## src/rtl/sgf_mult_round_norm.sv

```systemverilog
// sgf_mult_round_norm
// Post-multiplier normalize-and-round stage for IEEE-754 significands.
// Accepts the raw 2*SW-bit product of two normalized significands (value in
// [1,4)). It normalizes the product to SW bits and rounds it in one of four
// modes. It also reports the exponent adjustment and the inexact flag.
//
// Pipeline: stage 1 registers the normalized fields. Stage 2 registers the
// rounded result, which drives the outputs directly. A result therefore
// appears two cycles after the cycle in which its input was accepted.
//
// Handshake (valid/ready, both sides):
//   - A transfer happens on a rising clock edge where valid and ready are
//     both high. The producer must hold valid and data until that edge.
//   - out_valid_o/sgf_o/exp_adj_o/inexact_o stay stable while out_valid_o=1
//     and out_ready_i=0.
//   - s2_advance = !s2_valid | out_ready_i : stage 2 can take new data.
//   - in_ready_o = !s1_valid | s2_advance  : stage 1 can take new data.
//   - in_ready_o depends only on registered state and out_ready_i, never on
//     in_valid_i. This gives full throughput with no bubble when the input
//     is accepted and the output drains in the same cycle.
module sgf_mult_round_norm #(
    parameter int SW = 53
) (
    input  logic            clk,
    input  logic            rst,
    input  logic            in_valid_i,
    output logic            in_ready_o,
    input  logic [2*SW-1:0] product_i,
    input  logic [1:0]      r_mode_i,
    input  logic            sign_i,
    output logic            out_valid_o,
    input  logic            out_ready_i,
    output logic [SW-1:0]   sgf_o,
    output logic [1:0]      exp_adj_o,
    output logic            inexact_o
);

    // Rounding mode encodings
    localparam logic [1:0] RM_NEAREST_EVEN = 2'b00;
    localparam logic [1:0] RM_TOWARD_ZERO  = 2'b01;
    localparam logic [1:0] RM_TOWARD_POS   = 2'b10;
    localparam logic [1:0] RM_TOWARD_NEG   = 2'b11;

    // ------------------------------------------------------------------
    // Handshake control
    // ------------------------------------------------------------------
    logic s1_valid;
    logic s2_valid;
    logic s2_advance;
    logic s1_accept;

    assign s2_advance  = !s2_valid || out_ready_i;
    assign in_ready_o  = !s1_valid || s2_advance;
    assign s1_accept   = in_valid_i && in_ready_o;
    assign out_valid_o = s2_valid;

    // ------------------------------------------------------------------
    // Stage 1 combinational: normalization of the incoming product
    // ------------------------------------------------------------------
    logic [SW-1:0] norm_m;
    logic          norm_g;
    logic          norm_s;
    logic          norm_e;

    // Choose the window from the product MSB. The [2,4) range shifts right by one.
    always_comb begin
        norm_m = '0;
        norm_g = 1'b0;
        norm_s = 1'b0;
        norm_e = 1'b0;
        if (product_i[2*SW-1]) begin
            norm_m = product_i[2*SW-1:SW];
            norm_g = product_i[SW-1];
            norm_s = |product_i[SW-2:0];
            norm_e = 1'b1;
        end else begin
            // Also covers out-of-range products with both top bits clear.
            // These simply take the [1,2) path.
            norm_m = product_i[2*SW-2:SW-1];
            norm_g = product_i[SW-2];
            norm_s = |product_i[SW-3:0];
            norm_e = 1'b0;
        end
    end

    // ------------------------------------------------------------------
    // Stage 1 registers
    // ------------------------------------------------------------------
    logic [SW-1:0] s1_m;
    logic          s1_g;
    logic          s1_s;
    logic          s1_e;
    logic [1:0]    s1_mode;
    logic          s1_sign;

    // Capture normalized fields on accept. Hold them while stage 2 is stalled.
    always_ff @(posedge clk or negedge rst) begin
        if (!rst) begin
            s1_valid <= 1'b0;
            s1_m     <= '0;
            s1_g     <= 1'b0;
            s1_s     <= 1'b0;
            s1_e     <= 1'b0;
            s1_mode  <= RM_NEAREST_EVEN;
            s1_sign  <= 1'b0;
        end else if (in_ready_o) begin
            s1_valid <= in_valid_i;
            if (s1_accept) begin
                s1_m    <= norm_m;
                s1_g    <= norm_g;
                s1_s    <= norm_s;
                s1_e    <= norm_e;
                s1_mode <= r_mode_i;
                s1_sign <= sign_i;
            end
        end
    end

    // ------------------------------------------------------------------
    // Stage 2 combinational: rounding increment and carry-out handling
    // ------------------------------------------------------------------
    logic          round_inc;
    logic [SW:0]   round_sum;
    logic [SW-1:0] round_sgf;
    logic [1:0]    round_adj;
    logic          round_inexact;

    // Pick the increment for the active mode.
    // The directed modes only round up in magnitude when moving away from zero.
    always_comb begin
        round_inc = 1'b0;
        case (s1_mode)
            RM_NEAREST_EVEN: round_inc = s1_g && (s1_s || s1_m[0]);
            RM_TOWARD_ZERO:  round_inc = 1'b0;
            RM_TOWARD_POS:   round_inc = !s1_sign && (s1_g || s1_s);
            RM_TOWARD_NEG:   round_inc =  s1_sign && (s1_g || s1_s);
            default:         round_inc = 1'b0;
        endcase
    end

    // Add on SW+1 bits. A carry out means the significand was all ones.
    // It becomes 1.000... and the exponent gains one more step.
    always_comb begin
        round_sum     = {1'b0, s1_m} + {{SW{1'b0}}, round_inc};
        round_sgf     = round_sum[SW-1:0];
        round_adj     = {1'b0, s1_e};
        round_inexact = s1_g || s1_s;
        if (round_sum[SW]) begin
            round_sgf = {1'b1, {(SW-1){1'b0}}};
            round_adj = {1'b0, s1_e} + 2'd1;
        end
    end

    // ------------------------------------------------------------------
    // Stage 2 registers (drive the outputs)
    // ------------------------------------------------------------------
    // Advance when empty or drained. Otherwise hold the result stable.
    always_ff @(posedge clk or negedge rst) begin
        if (!rst) begin
            s2_valid  <= 1'b0;
            sgf_o     <= '0;
            exp_adj_o <= 2'd0;
            inexact_o <= 1'b0;
        end else if (s2_advance) begin
            s2_valid <= s1_valid;
            if (s1_valid) begin
                sgf_o     <= round_sgf;
                exp_adj_o <= round_adj;
                inexact_o <= round_inexact;
            end
        end
    end

endmodule
```

## config.mk

```make
export PLATFORM = sky130hd
export DESIGN_NAME = sgf_mult_round_norm
export DESIGN_NICKNAME = d
export VERILOG_FILES = /design/src/rtl/sgf_mult_round_norm.sv
export SDC_FILE = /design/constraint.sdc
export NUM_CORES = 1
export LEC_CHECK = 0
export BUFFER_PORTS_ARGS = -buffer_cell sky130_fd_sc_hd__buf_2
export CORE_MARGIN = 5
export CORE_UTILIZATION = 50
export CTS_BUF_LIST = sky130_fd_sc_hd__clkbuf_8
export DETAILED_ROUTE_END_ITERATION = 6
export GPL_TIMING_DRIVEN = 1
export PLACE_DENSITY = 0.73
export SYNTH_ARGS = -nofsm -noshare
export SYNTH_HDL_FRONTEND = slang
export SYNTH_SLANG_ARGS = --single-unit
```

## constraint.sdc

```tcl
create_clock -name clk -period 3.4 [get_ports clk]
set_input_delay 0.17 -clock clk [delete_from_list [all_inputs] [get_ports clk]]
set_output_delay 0.17 -clock clk [all_outputs]
set_load 0.03 [all_outputs]
```

==> results_dict.tcl <==
set metrics [dict create \
    slowest_delay_ns 0.56 \
    syn_nets 751 \
    finalHoldViolCount 0 \
    vias 5127 \
    numCtsBuffers 17 \
    required_ns 3.71 \
    crit_arrival_ns 3.42 \
    maxCapViolCount 0 \
    final_layout_size_suffix_gt1_share_pct 28.61 \
    setup_tns_ns 0 \
    synth_area_sq_um 6056 \
    fin_nets 916 \
    yosysSeqAreaShare_pct 48.35 \
    min_period_ns 3.110 \
    drtAntennaViolNets 0 \
    ioPinCount 171 \
    post_cts.repair.setup_buffers 0 \
    synth_warnings 0 \
    synthArstFlopShare_pct 100.0 \
    cts_buffer_depth 2 \
    post-dp-hpwl_um 11900 \
    finalSetupViolCount 0 \
    ys_ff_latch 117 \
    gp_congestion 0.8555 \
    holdWs_ns 0.03186 \
    grt_antenna_before_repair 2 \
    drt-initial-drc-count 411 \
    core_sq_um 11960 \
    syn_inst 635 \
    initial_core_util_pct 50.63 \
    grt-busiest-layer "met2" \
    path_class "flip-flop to flip-flop" \
    critPathCaptureType "flip-flop" \
    min_path_type "primary input to flip-flop" \
    h-tree-depth 4 \
    die_h_um 120.1 \
    drv_slew 0 \
    syn2layout_area_growth_pct 22.44 \
    intPower_w 0.002597 \
    cp_max_fo 10 \
    synth_edf_count 0 \
    grt_pass1_vias 5266 \
    wl_per_cell_um 16.05 \
    grt_use_total_pct 22.14 \
    grt_max_degree 82 \
    worst_slew_pin_slew_ns 1.120 \
    rsz0062_at_grt "false" \
    switching_share_pct 34.97 \
    dieWidth_um 120.1 \
    cts_tree "built" \
    fmax_mhz 321.6 \
    worst_setup_path_start_kind "flip-flop" \
    clkLatencyLatePin_ns 0.42 \
    outcome "completed" \
    clockRootBuffer "clkbuf_8" \
    grtUsageMet2_pct 36.49 \
    fin_crit_sh_pct 91.46 \
    powerDensity_nw_per_um2 538.6 \
    relSlewSlack_pct 25.10 \
    post-route-drc-count 0 \
    power_frac_seq_pct 46.4 \
    cts.reportedPaths.clkPinSlew_ns 0.06 \
    final_core_util_pct 61.99 \
    drt-total-wl_um 15410 \
    yosysUniqueCellTypes 42 \
    ys.flop_type "dfrtp_1" \
    power_frac_comb_pct 25.9 \
    vdd_drop_max_v 0.0001831 \
    drt-pass1-iter-count 5 \
    rows 40 \
    grt_use_met1_pct 28.29 \
    crit_path_top_delay_cell "or4_4" \
    syn_avg_cell_area_sq_um 9.537 \
    clock_skew_ns 0.008894 \
    grt_overflow 0 \
    die_area_sq_um 14410 \
    met3_usage_pct 5.184 \
    fill_cells 1035 \
    grt_pass1_wl_um 25430 \
    viasPerCell 5.341 \
    crit_path_cell_trace "nand2_1 -> xor2_1 -> o21ai_0 -> a21oi_1 -> ha_1 -> nand3_2 -> or4_4 -> or2_1 -> nor4b_4 -> nand2b_1 -> buf_4 -> o21ai_2" \
    switchingPower_w 0.001397 \
    clock-sinks 117 \
    io_buffers 170 \
    p_clk_share_pct 27.7 \
    leakage_nw 3.481 \
]
==> synth_stat cells, types with 2 or more instances <==
cell,number,area [sq um]
nand2_1,123,461.7
dfrtp_1,117,2928
o21ai_0,77,385.4
mux2i_1,54,540.5
clkbuf_1,30,112.6
nor2_1,29,108.9
xnor2_1,28,245.2
xor2_1,23,201.4
nor4_1,20,125.1
nand3_1,15,75.07
nand4_1,12,75.07
and4_1,11,96.34
o21ai_2,10,87.58
a211oi_1,9,67.56
nor3_1,9,45.04
a21oi_1,8,40.04
and3_1,8,50.05
inv_1,7,26.28
o31ai_1,5,37.54
buf_1,4,15.01
mux2_2,4,45.04
nand2b_1,4,25.02
ha_1,3,37.54
and2_1,2,12.51
buf_2,2,10.01
buf_6,2,22.52
nor3_2,2,20.02
or2_2,2,12.51
or4_1,2,15.01
==> what timing repair did <==
action | in CTS | in global routing
endpoints found under the setup margin | 0 | 10
hold buffers | 5 | 0
hold endpoints to repair | 83 | 0
gates resized for setup | 0 | 1
==> cells by family (layout without fill, tap and decap cells) <==
kind of cell	count (synthesis)	after routing	synth area share [%]
simple gates	249	249	20.33
compound gates	112	112	10.58
buf+inv	45	221	3.079
fa+ha+maj	3	3	0.6199
other cells	0	2	0
mux	58	58	9.669
xor+xnor	51	51	7.376
flops	117	117	48.35
==> power groups by stage <==
stage / Clock (W) / Sequential, W / Combinational (W)
finish: 0.00111 / 0.00185 / 0.00103
floorplan: 0 / 0.00211 / 0.000407
global placement: 0 / 0.00186 / 0.00102
CTS: 0.00113 / 0.00185 / 0.00105
detailed placement: 0 / 0.00188 / 0.00104
global route: 0.00120 / 0.00189 / 0.00114
==> registers in the layout (all words and copies together) (netlist names) <==
name and flops:
s1_m 53, sgf_o 53, exp_adj_o 2, s1_mode 2, inexact_o 1, out_valid_o 1, s1_e 1, s1_g 1
s1_s 1, s1_sign 1, s1_valid 1
==> layout make-up <==
class,count,area (sq um),share of cell area [%]
Clock buffer,23,316.6,4.269
Sequential cell,117,2928,39.49
Multi-Input combinational cell,473,2953,39.82
Clock inverter,7,31.28,0.4219
Antenna cell,2,5.005,0.06750
Tap cell,147,183.9,2.481
Timing Repair Buffer,184,970.9,13.09
Inverter,7,26.28,0.3544
==> cell usage in the layout, fill, tap and decap left out, types with 8 or more instances in the layout <==
master / Yosys / routed
nand2_1: 123 / 121
nor2_1: 29 / 29
mux2i_1: 54 / 54
o21ai_2: 10 / 10
dfrtp_1: 117 / 117
a211oi_1: 9 / 9
a21oi_1: 8 / 8
and4_1: 11 / 11
nand3_1: 15 / 15
inv_1: 7 / 10
and3_1: 8 / 8
o21ai_0: 77 / 77
nor4_1: 20 / 20
buf_2: 2 / 169
nor3_1: 9 / 9
xnor2_1: 28 / 28
xor2_1: 23 / 23
buf_4: 0 / 10
nand4_1: 12 / 12
clkbuf_8: 0 / 23
==> stage by stage <==
stage / std cells / total power, W / cell area (sq um) / worst slack, ns
after floorplan: 635 / 0.002518 / 6056 / 0.5588
after global routing: 960 / 0.004218 / 7415 / 0.06874
after CTS: 958 / 0.004025 / 7408 / 0.2164
after detailed placement: 923 / 0.002917 / 7010 / 0.2264
final: 960 / 0.003993 / 7415 / 0.2902
after global placement: 923 / 0.002883 / 7010 / 0.3996
==> per-layer routing <==
layer	routed length, um	vias up
met2	7374	175
met4	376	0
met5	0	-
li1	-	2558
met1	6734	2367
met3	926	27
==> path summary, 6_finish.rpt <==
| check | cells past startpoint | slack (ns) | end | startpoint |
|---|---|---|---|---|
| max | 12 | 0.29 | sgf_o[16] | s1_mode[1] |
| min | 3 | 0.03 | s1_m[52] | product_i[104] |
| max reg2reg | 12 | 0.29 | sgf_o[16] | s1_mode[1] |
| min reg2reg | 2 | 0.47 | sgf_o[5] | sgf_o[5] |
| max in group asynchronous | 3 | 2.09 | sgf_o[43] | rst |
| min in group asynchronous | 2 | 0.44 | s1_m[15] | rst |
==> critical path, delay by kind of cell, from the launching register on <==
kind / cells / cell delay [ns]
flops: 1 / 0.40
fa+ha+maj: 1 / 0.21
buf+inv: 1 / 0.23
xor+xnor: 1 / 0.16
simple gates: 6 / 1.66
compound gates: 3 / 0.32
Note: power is estimated with default switching activity, not from simulation.
